`src/rtl/xaddrgen_pkg.sv`:
```
// Shared definitions for the nested-loop address generator: FSM state encoding and default widths.
package xaddrgen_pkg;

    localparam int DEF_ADDR_W   = 10;
    localparam int DEF_PERIOD_W = 10;
    localparam int DEF_ITER_W   = 10;
    localparam int DEF_DELAY_W  = 5;

    typedef enum logic [1:0] {
        IDLE  = 2'd0,
        DELAY = 2'd1,
        RUN   = 2'd2
    } agState_e;

endpackage

```
`src/rtl/xaddrgen.sv`:
```
// Two-level nested-loop address generator for one memory port.
// It is started by a one-cycle run pulse, drives registered addr/mem_en and reports completion on done.
module xaddrgen
    import xaddrgen_pkg::*;
#(
    parameter int ADDR_W   = DEF_ADDR_W,
    parameter int PERIOD_W = DEF_PERIOD_W,
    parameter int ITER_W   = DEF_ITER_W,
    parameter int DELAY_W  = DEF_DELAY_W
) (
    input  logic                clk,
    input  logic                rst,
    input  logic                run,
    input  logic                pause,
    input  logic [ADDR_W-1:0]   start,
    input  logic [ADDR_W-1:0]   incr,
    input  logic [ADDR_W-1:0]   shift,
    input  logic [PERIOD_W-1:0] period,
    input  logic [PERIOD_W-1:0] duty,
    input  logic [ITER_W-1:0]   iterations,
    input  logic [DELAY_W-1:0]  delay,
    output logic [ADDR_W-1:0]   addr,
    output logic                mem_en,
    output logic                done
);

    localparam logic [PERIOD_W-1:0] PER_ONE = 1;
    localparam logic [ITER_W-1:0]   IT_ONE  = 1;
    localparam logic [DELAY_W-1:0]  DLY_ONE = 1;

    agState_e            stateQ, stateD;
    logic [ADDR_W-1:0]   addrQ, addrD;
    logic [PERIOD_W-1:0] perQ, perD;
    logic [ITER_W-1:0]   itQ, itD;
    logic [DELAY_W-1:0]  dlyQ, dlyD;
    logic                memEnQ, memEnD;
    logic                doneQ, doneD;
    logic                pauseQ, pauseD;

    logic [ADDR_W-1:0]   incrQ, incrD;
    logic [ADDR_W-1:0]   shiftQ, shiftD;
    logic [PERIOD_W-1:0] periodQ, periodD;
    logic [PERIOD_W-1:0] dutyQ, dutyD;
    logic [ITER_W-1:0]   iterQ, iterD;
    logic [DELAY_W-1:0]  delayQ, delayD;

    logic                lastPer;
    logic                lastIt;
    logic                activeNow;
    logic [ADDR_W-1:0]   incrTerm;
    logic [ADDR_W-1:0]   shiftTerm;

    assign lastPer   = (perQ == periodQ - PER_ONE);
    assign lastIt    = (itQ == iterQ - IT_ONE);
    assign activeNow = (perQ < dutyQ);
    assign incrTerm  = activeNow ? incrQ : '0;
    assign shiftTerm = lastPer ? shiftQ : '0;

    // Counters, address and FSM advance only on cycles whose pause was sampled low;
    // mem_en is registered, so a pause sampled at an edge blanks the following cycle.
    always_comb begin
        stateD  = stateQ;
        addrD   = addrQ;
        perD    = perQ;
        itD     = itQ;
        dlyD    = dlyQ;
        incrD   = incrQ;
        shiftD  = shiftQ;
        periodD = periodQ;
        dutyD   = dutyQ;
        iterD   = iterQ;
        delayD  = delayQ;

        case (stateQ)
            IDLE: begin
                if (run) begin
                    incrD   = incr;
                    shiftD  = shift;
                    periodD = period;
                    dutyD   = (duty > period) ? period : duty;
                    iterD   = iterations;
                    delayD  = delay;
                    addrD   = start;
                    perD    = '0;
                    itD     = '0;
                    dlyD    = '0;
                    if (period == '0 || iterations == '0) begin
                        stateD = IDLE;
                    end else if (delay != '0) begin
                        stateD = DELAY;
                    end else begin
                        stateD = RUN;
                    end
                end
            end
            DELAY: begin
                if (!pauseQ) begin
                    if (dlyQ == delayQ - DLY_ONE) begin
                        dlyD   = '0;
                        stateD = RUN;
                    end else begin
                        dlyD = dlyQ + DLY_ONE;
                    end
                end
            end
            RUN: begin
                if (!pauseQ) begin
                    addrD = addrQ + incrTerm + shiftTerm;
                    if (lastPer) begin
                        perD = '0;
                        if (lastIt) begin
                            stateD = IDLE;
                        end else begin
                            itD = itQ + IT_ONE;
                        end
                    end else begin
                        perD = perQ + PER_ONE;
                    end
                end
            end
            default: stateD = IDLE;
        endcase

        pauseD = pause && (stateQ != IDLE);
        memEnD = (stateD == RUN) && !pauseD && (perD < dutyD);
        doneD  = (stateD == IDLE);
    end

    always_ff @(posedge clk) begin
        if (rst) begin
            stateQ  <= IDLE;
            addrQ   <= '0;
            perQ    <= '0;
            itQ     <= '0;
            dlyQ    <= '0;
            memEnQ  <= 1'b0;
            doneQ   <= 1'b1;
            pauseQ  <= 1'b0;
            incrQ   <= '0;
            shiftQ  <= '0;
            periodQ <= '0;
            dutyQ   <= '0;
            iterQ   <= '0;
            delayQ  <= '0;
        end else begin
            stateQ  <= stateD;
            addrQ   <= addrD;
            perQ    <= perD;
            itQ     <= itD;
            dlyQ    <= dlyD;
            memEnQ  <= memEnD;
            doneQ   <= doneD;
            pauseQ  <= pauseD;
            incrQ   <= incrD;
            shiftQ  <= shiftD;
            periodQ <= periodD;
            dutyQ   <= dutyD;
            iterQ   <= iterD;
            delayQ  <= delayD;
        end
    end

    assign addr   = addrQ;
    assign mem_en = memEnQ;
    assign done   = doneQ;

endmodule

```
`config.mk`:
```
export PLATFORM = sky130hd
export DESIGN_NAME = xaddrgen
export DESIGN_NICKNAME = d
export VERILOG_FILES = /design/src/rtl/xaddrgen_pkg.sv /design/src/rtl/xaddrgen.sv
export SDC_FILE = /design/constraint.sdc
export NUM_CORES = 1
export LEC_CHECK = 0
export CAP_MARGIN = 20
export CORE_MARGIN = 8
export CORE_UTILIZATION = 56
export CTS_BUF_LIST = sky130_fd_sc_hd__clkbuf_8 sky130_fd_sc_hd__clkbuf_16
export CTS_CLUSTER_SIZE = 10
export DETAILED_ROUTE_END_ITERATION = 7
export GPL_TIMING_DRIVEN = 0
export PLACE_DENSITY_LB_ADDON = 0.12
export SLEW_MARGIN = 0
export SYNTH_ARGS = -nofsm -noshare
export SYNTH_HDL_FRONTEND = slang
export SYNTH_SLANG_ARGS = --single-unit
```
`constraint.sdc`:
```
create_clock -name clk -period 6 [get_ports clk]
set_clock_uncertainty 0.1 [all_clocks]
set_input_delay 1.8 -clock clk [delete_from_list [all_inputs] [get_ports clk]]
set_output_delay 1.8 -clock clk [all_outputs]
set_load 0.01 [all_outputs]
```
==> results of run 1 <==
[registers in the layout, indices dropped and copies added, names as in the netlist]
register  flops
addr         10
delayQ        5
dlyQ          5
done          1
dutyQ        10
incrQ        10
itQ          10
iterQ        10
mem_en        1
pauseQ        1
perQ         10
periodQ      10
shiftQ       10
stateQ        2
[layout make-up]
class	instances	share of cell area [%]
multi-input cells	618	53.5
flip-flops and latches	95	25.0
repair buffers	81	10.6
clock buffers	9	2.96
plain buffers	46	2.32
well taps	140	2.31
inverters	45	2.22
clock inverters	7	1.04
[placed cells by master (no fill, tap or decap), types with 10 or more instances in the layout]
| cell | netlist | routed |
|---|---|---|
| xor2_1 | 12 | 12 |
| inv_1 | 45 | 45 |
| a21oi_1 | 84 | 84 |
| nand3_1 | 17 | 17 |
| nor2_1 | 31 | 31 |
| o211a_1 | 10 | 10 |
| ha_1 | 42 | 42 |
| mux2i_1 | 13 | 13 |
| xnor2_1 | 23 | 23 |
| or3_1 | 10 | 10 |
| fa_1 | 10 | 10 |
| clkdlybuf4s50_1 | 0 | 80 |
| nor3_1 | 13 | 13 |
| and2_1 | 25 | 25 |
| nand2_1 | 140 | 140 |
| a21o_1 | 15 | 15 |
| o21ai_0 | 35 | 35 |
| or4_1 | 12 | 12 |
| clkbuf_1 | 41 | 40 |
| dfxtp_1 | 95 | 95 |
| nand4_1 | 11 | 11 |
[repair_timing]
action | CTS | global route
setup endpoints to repair | 1 | 2
pin swaps | 1 | 1
setup buffers | 0 | 1
gates resized for setup | 0 | 2
[metrics by stage]
step	utilization, %	setup WS [ps]	instances	power (mW)	instance area [um2]
final	69.5	301	1041	1.82	7600
after global routing	69.5	-70.1	1041	1.91	7600
after CTS	69.4	34.4	1040	1.82	7590
after detailed placement	66.6	60.5	1024	1.23	7290
after global placement	66.6	164	1024	1.21	7290
after floorplan	-	831	804	1.05	6310
[final timing paths]
check	slack, ps	endpoint	from	depth (start not counted)
max	300	addr[9]$_SDFFE_PP0P_	periodQ[3]$_SDFFE_PP0P_	19
min	350	shiftQ[7]$_SDFFE_PP0P_	shiftQ[7]$_SDFFE_PP0P_	2
max reg2reg	300	addr[9]$_SDFFE_PP0P_	periodQ[3]$_SDFFE_PP0P_	19
min reg2reg	350	shiftQ[7]$_SDFFE_PP0P_	shiftQ[7]$_SDFFE_PP0P_	2
[routing by layer]
metal / vias to the layer above / GRT usage (%)
met1: 2921 / 29.6
li1: 3032 / -
met3: 49 / 4.21
met5: - / 0
met4: 0 / 11.6
met2: 216 / 41.2
[cell families after synthesis]
kind of cell | synth area share, %
AOI/OAI and AO/OA | 21.4
xor gates and xnor gates | 5.57
adders and majority gates | 11.7
buffers and inverters | 5.45
DFF | 30.1
muxes | 2.06
and+or+nand+nor | 23.7
[power groups by stage]
stage	clock network (mW)	registers [mW]	logic, mW
final	0.593	0.722	0.506
after floorplan	0	0.726	0.326
after CTS	0.598	0.721	0.500
after global routing	0.624	0.728	0.562
after detailed placement	0	0.735	0.497
after global placement	0	0.732	0.480
[critical path: stages (launching register included)]
cell      delay [ps]
dfxtp_1          300
buf_2            160
or4_4            550
or4_1            510
a211oi_2         290
o21ai_1          170
nor4_4           350
clkbuf_2         280
and2_1           170
fa_1             410
ha_1             240
fa_1             400
a21o_1           170
a21oi_1          210
nor2b_1           70
o21ai_0          290
a21oi_1          120
xnor3_1          390
xor2_1           180
o32ai_1          250
==> metrics.yaml, run 1 <==
finalHoldWorstSlack_ps: 348
hp-class: "register to register"
wl_met1_um: 7740
hpwl_um: 14100
cts_max_level: 3
numCtsBuffers: 9
hold_viol_final: 0
num-nets-final: 1017
multi_input_gate_area_um2: 4060
worstSetupPathType: "register to register"
leakage_nw: 3.10
setup_viol_count_final: 0
first_pass_grt_wire_length_um: 29500
gp_congestion: 0.980
post_synth.cell_area_avg_um2: 7.85
fill_cells: 919
ys_top_cells_by_count: "140 x nand2_1, 95 x dfxtp_1, 84 x a21oi_1"
worst_pin_slew_ps: 742
critical_path.endpoint_type: "register"
topRoutingLayerUsed: "met4"
setup-tns-final_ps: 0
firstDrtPassIters: 5
power.share.combinational_pct: 27.8
top_ff_cell_synth: "dfxtp_1"
timing_max_transition_violations_final: 0
worst_ep_arrival_time_ps: 5850
post_route_cells_drive_above_1_share_pct: 3.22
core_area_um2: 10900
routed_wire_length_um: 18000
final.min_clock_period_ps: 5700
ctsRootBufferMaster: "clkbuf_16"
buffer_ports.inserted: 80
initial_core_util_pct: 57.7
rows: 38
synth_edf_count: 0
worstSetupStartpointType: "register"
clock_sinks: 95
die_area_um2: 14900
ioPinCount: 81
cellPowerDensity_nw_per_um2: 240
track_usage_pct: 24.4
route.detailed.vias_per_inst: 5.97
first_global_vias: 6219
floorplan.die.height_um: 122
synth_cell_type_count: 66
floorplan.die.width_um: 122
areaGrowthSynthToFinish_pct: 20.4
tritoncts: "done"
route.met2.wl_um: 8650
grt_max_degree: 18
detail_route.iter0.violations: 387
area.sequential_um2: 1900
antenna-diode-count: 0
clk_pin_slew_worst_paths_ps: 70
max-clock-path-buffers: 2
path_max_fanout: 10
max-cap-violations: 0
fmaxAchievable_ghz: 0.175
clkLatencyLatePin_ps: 350
synthMostInstantiatedCell: "nand2_1"
synth.cell_area_um2: 6310
p_int_mw: 1.23
drt_drc_violations_left: 0
synth-seq-area-share_pct: 30.1
run_status: "complete, no violations"
synth_nets: 925
pwr-share-seq_pct: 39.6
met3WireLength_um: 1050
share_clk_of_total_power_pct: 32.6
power.net_switching_uw: 594
vdd.ir_drop.worst_uv: 189
wl_per_cell_um: 17.3
sw_frac_of_total_pct: 32.7
number_of_standard_cells_after_synthesis: 804
antenna_found_initial: 0
slew_headroom_pct: 49.2
synth_area_leader_cell: "dfxtp_1"
netlist.area_leader.share_pct: 30.1
main_area_contributors_after_synthesis: "dfxtp_1 30%, ha_1 8.3%, nand2_1 8.3%"
postRouteAntennaNets: 0
async_reset_ff_share_pct: 0
routed-via-count: 6218
yosysWarnings: 0
synth_seq_cells: 95
cts_hold_repair_buffers: 0
sum_of_overflow_across_all_layers_after_global_routing: 0
min_period_over_period_pct: 95.0
timing.critical_path.required_ps: 6150
Note: power is estimated with default switching activity, not from simulation.
==> inputs of run 2 (changes only) <==
- PLACE_DENSITY: not set -> 0.9
- PLACE_DENSITY_LB_ADDON: 0.12 -> not set
==> metrics.yaml, run 2 (synthesis gave the netlist of run 1 again) <==
max-cap-violations: 0  # unchanged
antenna-diode-count: 0  # unchanged
gp_congestion: 0.937  # -4.4%
setup-tns-final_ps: 0  # unchanged
dpl-instance-area_um2: 7290  # unchanged
setup_slack_ps: 292  # -9.41 ps
finish.instance_area_um2: 7630  # +0.36%
cts_max_level: 3  # unchanged
buffer_ports.inserted: 80  # unchanged
reg2reg_depth: 19  # unchanged
worst_r2r_startpoint: "periodQ[3]$_SDFFE_PP0P_"
final.min_clock_period_ps: 5710  # +9.41 ps
worst_ep_arrival_time_ps: 5860  # about the same
hp-class: "register to register"
numCtsBuffers: 9  # unchanged
max-clock-path-buffers: 2  # unchanged
worstSetupStartpointType: "register"
commonest_cells_after_routing_fill_and_taps_aside: "140 x nand2_1, 95 x dfxtp_1, 84 x a21oi_1"
hold_viol_final: 0  # unchanged
first_pass_grt_wire_length_um: 29300  # -0.65%
cp_num_cells: 19  # unchanged
antenna_found_initial: 0  # unchanged
hpwl_um: 13600  # -3.7%
sum_of_overflow_across_all_layers_after_global_routing: 0  # unchanged
die_area_um2: 14900  # unchanged
timing_max_transition_violations_final: 0  # unchanged
tritoncts: "done"
cp.buffers_inverters: 2  # unchanged
vdd.ir_drop.worst_uv: 193  # +2.3%
timing.critical_path.required_ps: 6150  # about the same
cellPowerDensity_nw_per_um2: 248  # +3.7%
slew_headroom_pct: 50.6  # +1.4 points
dpl_worst_slack_ps: 51.9  # -8.59 ps
mostFrequentLayoutCell: "nand2_1"
path_max_fanout: 10  # unchanged
ioPinCount: 81  # unchanged
grt_max_degree: 16  # -2
hold_wc_startpoint: "shiftQ[7]$_SDFFE_PP0P_"
worstSetupPathType: "register to register"
routed-via-count: 6309  # +1.5%
unrepaired_setup_endpoints_after_global_routing: "false"
detail_route.iter0.violations: 543  # +40%
critical-path-slowest-cell: "or4_4"
setup_viol_count_final: 0  # unchanged
path_cells: "buf_2, or4_4, or4_1, a211oi_2, o21ai_1, nor4_4, buf_2, and2_1, fa_1, ha_1, fa_1, a21o_1, a21oi_1, nor2b_1, o21ai_1, a21oi_1, xnor3_1, xor2_1, o32ai_1"
leakage_nw: 3.13  # +0.77%
cpLargestDelayFamily: "simple AND/OR/NAND/NOR gates"
fmaxAchievable_ghz: 0.175  # -0.16%
wl_per_cell_um: 17.5  # +0.84%
floorplan.die.width_um: 122  # unchanged
crit_path_start: "periodQ[3]$_SDFFE_PP0P_"
hold_depth: 2  # unchanged
clkLatencyLatePin_ps: 350  # about the same
routed_wire_length_um: 18100  # +0.65%
num-nets-final: 1016  # -0.098%
post_route_cells_drive_above_1_share_pct: 3.00  # -0.22 points
postRouteAntennaNets: 0  # unchanged
clk_pin_slew_worst_paths_ps: 70  # about the same
track_usage_pct: 24.3  # -0.10 points
firstDrtPassIters: 5  # unchanged
core_area_um2: 10900  # unchanged
ctsRootBufferMaster: "clkbuf_16"
min_period_over_period_pct: 95.1  # +0.16 points
worst_pin_slew_ps: 722  # -20.3 ps
floorplan.die.height_um: 122  # unchanged
clock_sinks: 95  # unchanged
drt_drc_violations_left: 0  # unchanged
areaGrowthSynthToFinish_pct: 20.9
cts_hold_repair_buffers: 0  # unchanged
timing.critical_path.slowest_cell_delay_ps: 560  # about the same
initial_core_util_pct: 57.7  # unchanged
first_global_vias: 6070  # -2.4%
critical_path.endpoint_type: "register"
rows: 38  # unchanged
run_status: "complete, no violations"
route.detailed.vias_per_inst: 6.07  # +1.7%
[run 2: changes by cell type in the layout (fill, tap and decap cells not counted), sizes merged]
cell and delta:
buf +1, clkbuf -2, bufinv +2, inv -1
clkinvlp -2
[run 2: power by group]
part / total [mW] / switching [mW] / internal, mW
Clock: 0.664 / 0.258 / 0.405
Sequential: 0.721 / 0.0437 / 0.677
Combinational: 0.510 / 0.288 / 0.222
[run 2: what timing repair did]
action,4_1_cts,5_1_grt
cloned,0,0
pin swaps,1,0
setup buffers,1,0
gates resized for setup,0,4
setup endpoints to repair,1,1
[run 2: through the flow]
step           hold WS [ps]  utilization (%)  cells  total power [mW]
6_report                353             69.7   1039              1.89
5_1_grt                 380             69.7   1039              1.98
4_1_cts                 352             69.8   1040              1.89
3_5_place_dp            342             66.6   1024              1.23
3_3_place_gp            338             66.6   1024              1.21
2_1_floorplan           332                -    804              1.05
[run 2: cell type report]
cell class / count / area (um2)
clock buffers: 9 / 225
multi-input cells: 618 / 4060
plain buffers: 45 / 173
fillers: 858 / 3310
flip-flops and latches: 95 / 1900
repair buffers: 81 / 808
inverters: 45 / 169
clock inverters: 6 / 110
well taps: 140 / 175
[run 2: final timing paths]
check	endpoint	slack, ps
hold reg to reg	shiftQ[7]$_SDFFE_PP0P_	350
hold / removal	shiftQ[7]$_SDFFE_PP0P_	350
setup / recovery	addr[9]$_SDFFE_PP0P_	290
setup reg to reg	addr[9]$_SDFFE_PP0P_	290
[run 2: tightest hold or removal path: cells and delay by family (launching register included)]
kind	cells	cell delay (ps)
compound gates	1	50
flops	1	310
simple gates	1	50
[run 2: layer usage]
metal	track usage [%]	share of wire (%)	vias to the layer above
li1	-	-	3031
met5	0	0	-
met1	29.1	41	2917
met3	5.41	7.8	55
met4	11.2	3.2	0
met2	40.8	48	306
==> inputs of run 3 (changes only) <==
- CAP_MARGIN: 20 -> not set
==> results of run 3 <==
The final DEF is identical to that of run 2; final timing and power are the same.
